## src/rtl/bus_gate_arbiter_if.sv

```systemverilog
// Bus request/gate bundle between the bus sources and the gate arbiter.
// The arbiter connects through the slave modport; requesters use master.
interface bus_gate_arbiter_if;
    logic [4:0] req;
    logic [4:0] gate;
    logic [2:0] owner;
    logic       busy;

    modport master (output req, input gate, input owner, input busy);
    modport slave  (input req, output gate, output owner, output busy);
endinterface

```

## src/rtl/bus_gate_arbiter.sv

```systemverilog
// Round-robin arbiter for five bus sources with hold-time preemption and a
// one-cycle turnaround between owners; gate, owner and busy are registered.
module bus_gate_arbiter #(
    parameter int MAX_HOLD = 4
) (
    input  logic               clock,
    input  logic               reset,
    bus_gate_arbiter_if.slave  bus
);
    typedef enum logic [1:0] {IDLE, OWN, TURN} state_t;

    state_t     state_reg;
    logic [2:0] ptr_reg;
    logic [2:0] hcnt_reg;
    logic [2:0] owner_reg;
    logic [4:0] gate_reg;
    logic       busy_reg;

    logic [2:0] idx_at [5];
    logic [4:0] rot_req;
    logic [2:0] winner;
    logic       any_req;
    logic       owner_req;
    logic       other_req;
    logic       hold_done;
    logic [2:0] ptr_next;

    // rot_req[k] is the request of the source k positions after ptr.
    generate
        for (genvar gi = 0; gi < 5; gi++) begin : g_rot
            logic [3:0] sum;
            assign sum          = {1'b0, ptr_reg} + 4'(gi);
            assign idx_at[gi]   = (sum >= 4'd5) ? 3'(sum - 4'd5) : sum[2:0];
            assign rot_req[gi]  = bus.req[idx_at[gi]];
        end
    endgenerate

    always_comb begin
        winner = 3'd0;
        for (int k = 4; k >= 0; k--) begin
            if (rot_req[k]) begin
                winner = idx_at[k];
            end
        end
    end

    assign any_req   = |bus.req;
    assign owner_req = |(bus.req & gate_reg);
    assign other_req = |(bus.req & ~gate_reg);
    assign hold_done = (hcnt_reg >= 3'(MAX_HOLD));
    assign ptr_next  = (owner_reg == 3'd4) ? 3'd0 : owner_reg + 3'd1;

    always_ff @(posedge clock or posedge reset) begin
        if (reset) begin
            state_reg <= IDLE;
            ptr_reg   <= 3'd0;
            hcnt_reg  <= 3'd0;
            owner_reg <= 3'b111;
            gate_reg  <= 5'b00000;
            busy_reg  <= 1'b0;
        end else begin
            case (state_reg)
                IDLE, TURN: begin
                    if (any_req) begin
                        state_reg <= OWN;
                        gate_reg  <= 5'd1 << winner;
                        owner_reg <= winner;
                        busy_reg  <= 1'b1;
                        hcnt_reg  <= 3'd1;
                    end else begin
                        state_reg <= IDLE;
                        gate_reg  <= 5'b00000;
                        owner_reg <= 3'b111;
                        busy_reg  <= 1'b0;
                    end
                end
                OWN: begin
                    // Release on owner drop, or preempt once the hold budget is spent.
                    if (!owner_req || (hold_done && other_req)) begin
                        state_reg <= TURN;
                        gate_reg  <= 5'b00000;
                        owner_reg <= 3'b111;
                        busy_reg  <= 1'b0;
                        ptr_reg   <= ptr_next;
                    end else if (hcnt_reg != 3'd7) begin
                        hcnt_reg <= hcnt_reg + 3'd1;
                    end
                end
                default: begin
                    state_reg <= IDLE;
                    gate_reg  <= 5'b00000;
                    owner_reg <= 3'b111;
                    busy_reg  <= 1'b0;
                end
            endcase
        end
    end

    assign bus.gate  = gate_reg;
    assign bus.owner = owner_reg;
    assign bus.busy  = busy_reg;
endmodule

```

## src/flat_wrapper.sv

```systemverilog
// flat-port wrapper written by rule: the top's interface ports become plain ports
module bus_gate_arbiter_flat 
#(
    parameter int MAX_HOLD = 4
)
  (clock, reset, bus_req, bus_gate, bus_owner, bus_busy);
  bus_gate_arbiter_if bus_i ();
  input  logic clock;
  input  logic reset;
  input wire logic [$bits(bus_i.req)-1:0] bus_req;
  output wire logic [$bits(bus_i.gate)-1:0] bus_gate;
  output wire logic [$bits(bus_i.owner)-1:0] bus_owner;
  output wire logic [$bits(bus_i.busy)-1:0] bus_busy;
  assign bus_i.req = bus_req;
  assign bus_gate = bus_i.gate;
  assign bus_owner = bus_i.owner;
  assign bus_busy = bus_i.busy;
  bus_gate_arbiter #(.MAX_HOLD(MAX_HOLD)) u_core (.clock(clock), .reset(reset), .bus(bus_i));
endmodule
```

## config.mk

```make
export PLATFORM = sky130hd
export DESIGN_NAME = bus_gate_arbiter_flat
export DESIGN_NICKNAME = d
export VERILOG_FILES = /design/src/rtl/bus_gate_arbiter_if.sv /design/src/rtl/bus_gate_arbiter.sv /design/src/flat_wrapper.sv
export SDC_FILE = /design/constraint.sdc
export NUM_CORES = 1
export LEC_CHECK = 0
export BUFFER_PORTS_ARGS = -buffer_cell sky130_fd_sc_hd__buf_2
export CORE_UTILIZATION = 55
export DETAILED_ROUTE_END_ITERATION = 12
export PLACE_DENSITY = 0.83
export SYNTH_ARGS = -nofsm -noshare
export SYNTH_HDL_FRONTEND = slang
export SYNTH_SLANG_ARGS = --single-unit
```

## constraint.sdc

```tcl
create_clock -name clock -period 2.9 [get_ports clock]
set_input_delay 0.145 -clock clock [delete_from_list [all_inputs] [get_ports clock]]
set_output_delay 0.145 -clock clock [all_outputs]
set_load 0.01 [all_outputs]
```

== Word level (Yosys, flattened, before mapping) ==
Index checks and enable logic that the tools add are counted.

* Logic and storage cells: 88
* Register bits after elaboration: 17

* Muxes and demuxes: 37
* Reductions and logical operators: 11
* Order comparisons: 11
* Equality and inequality tests: 8
* Bitwise operators: 3
* Shifts and indexed selects: 1
* Add/sub/neg operators: 11

{| class="wikitable"
|+ Operators by type and width
! operator !! number
|-
| $mux W3 || 16
|-
| $lt A3 B4 Y1 const B || 5
|-
| $ge A4 B3 Y1 const B || 4
|-
| $bmux W1 S3 || 5
|-
| $reduce_or A5 Y1 || 3
|-
| $sub A3 B3 Y3 const B || 5
|-
| $pmux W3 S2 || 2
|-
| $and A5 B5 Y5 || 2
|-
| $mux W5 || 2
|-
| $pmux W5 S2 || 1
|-
| $add A3 B2 Y4 const B || 2
|-
| $mux W1 || 8
|-
| $add A3 B1 Y3 const B || 2
|-
| $ge A3 B3 Y1 const B || 2
|-
| $ne A2 B1 Y1 const B || 3
|-
| $not A5 Y5 || 1
|-
| $shl A1 B3 Y5 const A || 1
|-
| $add A3 B1 Y4 const B || 1
|-
| $add A3 B3 Y4 const B || 1
|-
| $pmux W2 S2 || 1
|-
| $reduce_and A4 Y1 || 1
|-
| $eq A3 B3 Y1 const B || 1
|-
| $ne A3 B3 Y1 const B || 1
|-
| $eq A2 B1 Y1 const B || 1
|-
| other kinds (11) || 11
|}

== Longest topological paths before layout ==
* Word-level depth: 13
* Mapped depth: 13
* Gate-level depth less buffers: 12

== Least setup slack after synthesis ==
Ideal clock, no wire load.

* Path kind: register to register
* Start point: reg u_core.ptr_reg[0]
* End point: reg u_core.gate_reg[1], in the netlist u_core.bus.gate[1]
* Clock period less this slack: 3248 ps
* Setup slack: -348 ps
* Arrival: 3152 ps
* Data required time: 2804 ps
* Stages on the path, launching flop included: 12
* Path through: dfrtp_1 -> buf_6 -> clkinv_1 -> ha_1 -> ha_1 -> a21oi_2 -> mux2_2 -> o221a_1 -> o31ai_1 -> o21ai_2 -> a211o_1 -> o32ai_2

* Cells in the longest elaborated chain, start to end: 13
* Elaborated cells between the ends (all ways): 37

{| class="wikitable"
|+ RTL lines
! what !! line !! RTL
|-
| start, declared || bus_gate_arbiter.sv:13 || <nowiki>logic [2:0] ptr_reg;</nowiki>
|-
| start signal, assigned || bus_gate_arbiter.sv:84 || <nowiki>ptr_reg <= ptr_next;</nowiki>
|-
| $add A3 B3 Y4 || bus_gate_arbiter.sv:32 || <nowiki>assign sum = {1'b0, ptr_reg} + 4'(gi);</nowiki>
|-
| $ge A4 B3 Y1 or $sub A3 B3 Y3 (tied branches) || bus_gate_arbiter.sv:33 || <nowiki>assign idx_at[gi] = (sum >= 4'd5) ? 3'(sum - 4'd5) : sum[2:0];</nowiki>
|-
| $mux W3 || bus_gate_arbiter.sv:33 ||
|-
| $bmux W1 S3 || bus_gate_arbiter.sv:34 || <nowiki>assign rot_req[gi] = bus.req[idx_at[gi]];</nowiki>
|-
| $mux W1 (not written as such) || bus_gate_arbiter.sv:34 ||
|-
| $mux W3 (4 in a row) || bus_gate_arbiter.sv:41 || <nowiki>if (rot_req[k]) begin</nowiki>
|-
| $mux W3 * || bus_gate_arbiter.sv:41 ||
|-
| $shl A1 B3 Y5 * || bus_gate_arbiter.sv:66 || <nowiki>gate_reg <= 5'd1 << winner;</nowiki>
|-
| $mux W5 * || bus_gate_arbiter.sv:64 || <nowiki>if (any_req) begin</nowiki>
|-
| $pmux W5 S2 * || bus_gate_arbiter.sv:62 || <nowiki>case (state_reg)</nowiki>
|-
| end signal, assigned || bus_gate_arbiter.sv:66 ||
|-
| end, declared || bus_gate_arbiter.sv:16 || <nowiki>logic [4:0] gate_reg;</nowiki>
|}

Mark *: on every way between the ends. The rest lies on a longest branch, timed or not. The select of a mux whose other input is x is not followed.
A chain may end at the register's enable or synchronous reset.

== Worst setup path after layout ==
* Start point: reg u_core.ptr_reg[1]
* End point: reg u_core.gate_reg[2], in the netlist u_core.bus.gate[2]

The elaborated chain is that of the path after synthesis.

==> flow_summary.json <==
{
  "drv_slew": 0,
  "clkLatencyLatePin_ns": 0.28,
  "synthDominantCellAreaShare_pct": 16.81,
  "die_h_um": 61.33,
  "grt.overflow.total": 0,
  "antenna_left": 0,
  "clk_transition_reported_paths_ns": 0.09,
  "area_growth_pct": 22.04,
  "rsz0062_at_grt": "yes",
  "ys_seq_area_share_pct": 20.88,
  "antenna_found_initial": 0,
  "wire_per_inst_um": 17.81,
  "setup_slack_ns": -0.06284,
  "hold_depth": 4,
  "cts_root_buf": "clkbuf_4",
  "drtIter0Drc": 283,
  "hold_class": "in -> reg",
  "fmax_mhz": 337.5,
  "register_area_sq_um": 407.9,
  "final_cell_mix": "buf_4 (29), inv_1 (19), o21ai_0 (19)",
  "ys_types": 62,
  "timing.final.crit_share_pct": 102.2,
  "finalSetupViolations": 5,
  "async_reset_ff_share_pct": 100.0,
  "start_kind": "flip-flop",
  "final_util_pct": 70.24,
  "cts_sinks": 16,
  "via_count": 1987,
  "period_needed_ns": 2.963,
  "io_buffers": 15,
  "num-fill-cells": 253,
  "synth-seq-cells": 16,
  "grt_pass1_wl_mm": 7.948,
  "violations": "setup timing",
  "r2r-end": "u_core.bus.gate[2]",
  "dp_hpwl_mm": 4.070,
  "finalHoldViolCount": 0,
  "dp.cells": 304,
  "netlist_top_cells_area": "dfrtp_1 (17%), ha_1 (9.0%), o21ai_0 (4.9%)",
  "reg2reg_from": "u_core.ptr_reg[1]",
  "synth_warnings": 0,
  "relSlewSlack_pct": 61.34,
  "final_cell_count_no_fill": 310,
  "end_kind": "flip-flop",
  "synth_top_cell_by_area": "dfrtp_1",
  "finalWirelength_mm": 5.520,
  "worstSetupEndpoint": "u_core.bus.gate[2]",
  "worst_pin_slew_ns": 0.5793,
  "core-area_sq_um": 3363,
  "drt_pass1_iterations": 5,
  "via_per_inst": 6.410,
  "cap_violations": 0,
  "die_x_um": 61.33,
  "row_count": 21,
  "syn_inst": 225,
  "grt_util_all_layers_pct": 28.82,
  "h-tree-depth": 1,
  "drive_above_1_share_pct": 35.98,
  "multi_input_area_sq_um": 1471,
  "grt_max_degree": 21,
  "arrival_ns": 3.12,
  "outcome": "finished with violations",
  "rr_worst_depth": 10,
  "dieArea_sq_um": 3761,
  "nets": 287,
  "startpoint": "u_core.ptr_reg[1]",
  "clock_path_buffers": 2,
  "worst_clock_skew_ns": 0.002460,
  "crit_type": "reg -> reg",
  "synth_ff_type": "dfrtp_1",
  "drc_errors": 0,
  "r2r_slack_ns": -0.06,
  "synth_edf_count": 0,
  "crit_fanout": 7,
  "io_pins": 16,
  "initial_core_util_pct": 57.55,
  "cts_tree": "built",
  "diodes": 0,
  "syn_area_sq_um": 1936,
  "largest_reg_flops": 5,
  "grt_pass1_vias": 1695,
  "cp_data_required_time_ns": 3.06,
  "syn_area_per_cell_sq_um": 8.603,
  "final_common_cell": "buf_4",
  "synth_nets": 247,
  "cts_made_buffers": 3,
  "gp_congestion": 0.9311
}
[final cells by class]
class                   instances  share of cell area [%]
clock buffers                   4                   1.536
inverters                      21                   3.655
multi-input cells             178                   62.29
flip-flops and latches         16                   17.27
well taps                      46                   2.436
repair buffers                 45                   12.82
[worst min path at each step]
stage	from	to	slack [ns]
final	bus_req[4]	u_core.bus.gate[4]	0.46
after global routing	bus_req[4]	u_core.bus.gate[4]	0.45
after CTS	bus_req[4]	u_core.bus.gate[4]	0.41
after detailed placement	reset	u_core.hcnt_reg[0]	0.24
after global placement	reset	u_core.hcnt_reg[0]	0.23
after floorplan	reset	u_core.bus.busy	0.06
[repair_timing]
action	in CTS	in global routing
endpoints found under the setup margin	6	7
pin swaps	3	6
gates resized for setup	11	10
setup buffers	0	1
hold endpoints to repair	13	0
hold buffers	1	0
[per-stage QoR]
step	hold WS, ns	cell area, sq um	worst slack (ns)	setup TNS, ns
after floorplan	0.05653	1967	0.003194	0
after global placement	0.2312	2215	-0.05359	-0.1499
after detailed placement	0.2352	2215	-0.1109	-0.2913
after CTS	0.4075	2305	0.003182	0
after global routing	0.4549	2362	-0.1439	-0.8256
final	0.4580	2362	-0.06284	-0.1863
[critical path: stages, from the launching register on]
cell and delay (ns):
dfrtp_2 0.47, inv_4 0.13, ha_4 0.18, ha_4 0.23, a21oi_2 0.21, mux2_2 0.37, o221a_1 0.30, nor3_1 0.19
o211ai_1 0.21, a31oi_1 0.39, o32ai_2 0.15
[cells by family (layout without fill, tap and decap cells)]
logic type,count (synthesis),in the layout,share of synthesized area [%]
xor gates and xnor gates,3,3,1.358
buffers and inverters,31,70,8.984
muxes,13,13,8.856
DFF,16,16,20.88
adders and majority gates,15,15,10.08
AOI/OAI and AO/OA,84,84,32.52
and+or+nand+nor,63,63,17.32
[layer usage]
| layer | wire length [um] | track usage [%] | vias to the layer above |
|---|---|---|---|
| met5 | 0 | 0 | - |
| met4 | 178 | 11.69 | 0 |
| met3 | 304 | 1.681 | 17 |
| met2 | 2715 | 47.98 | 98 |
| met1 | 2322 | 39.16 | 955 |
| li1 | - | - | 917 |
[cells in the mapped netlist, types with 2 or more instances]
library cell,n
dfstp_2,3
a211o_1,2
mux2i_1,7
a31o_1,3
a21oi_1,15
o22ai_1,3
and2_1,2
nand2b_1,5
mux2_2,3
nand2_1,15
buf_6,2
dfrtp_1,13
mux4_2,3
buf_4,3
o31ai_1,2
a31oi_1,2
nor2_1,10
xnor2_1,3
nor2b_1,6
o32ai_1,2
a2bb2oi_1,2
o21ai_0,19
a211oi_1,2
nor3b_1,3
o211ai_1,2
nor3_1,3
a21o_1,5
clkbuf_8,3
ha_1,14
nand3_1,9
o21a_1,5
a222oi_1,2
and2b_2,2
o221ai_1,3
inv_1,20
Power is not shown: default switching activity piles up to over one toggle a cycle in this logic, so the estimate is an artifact.
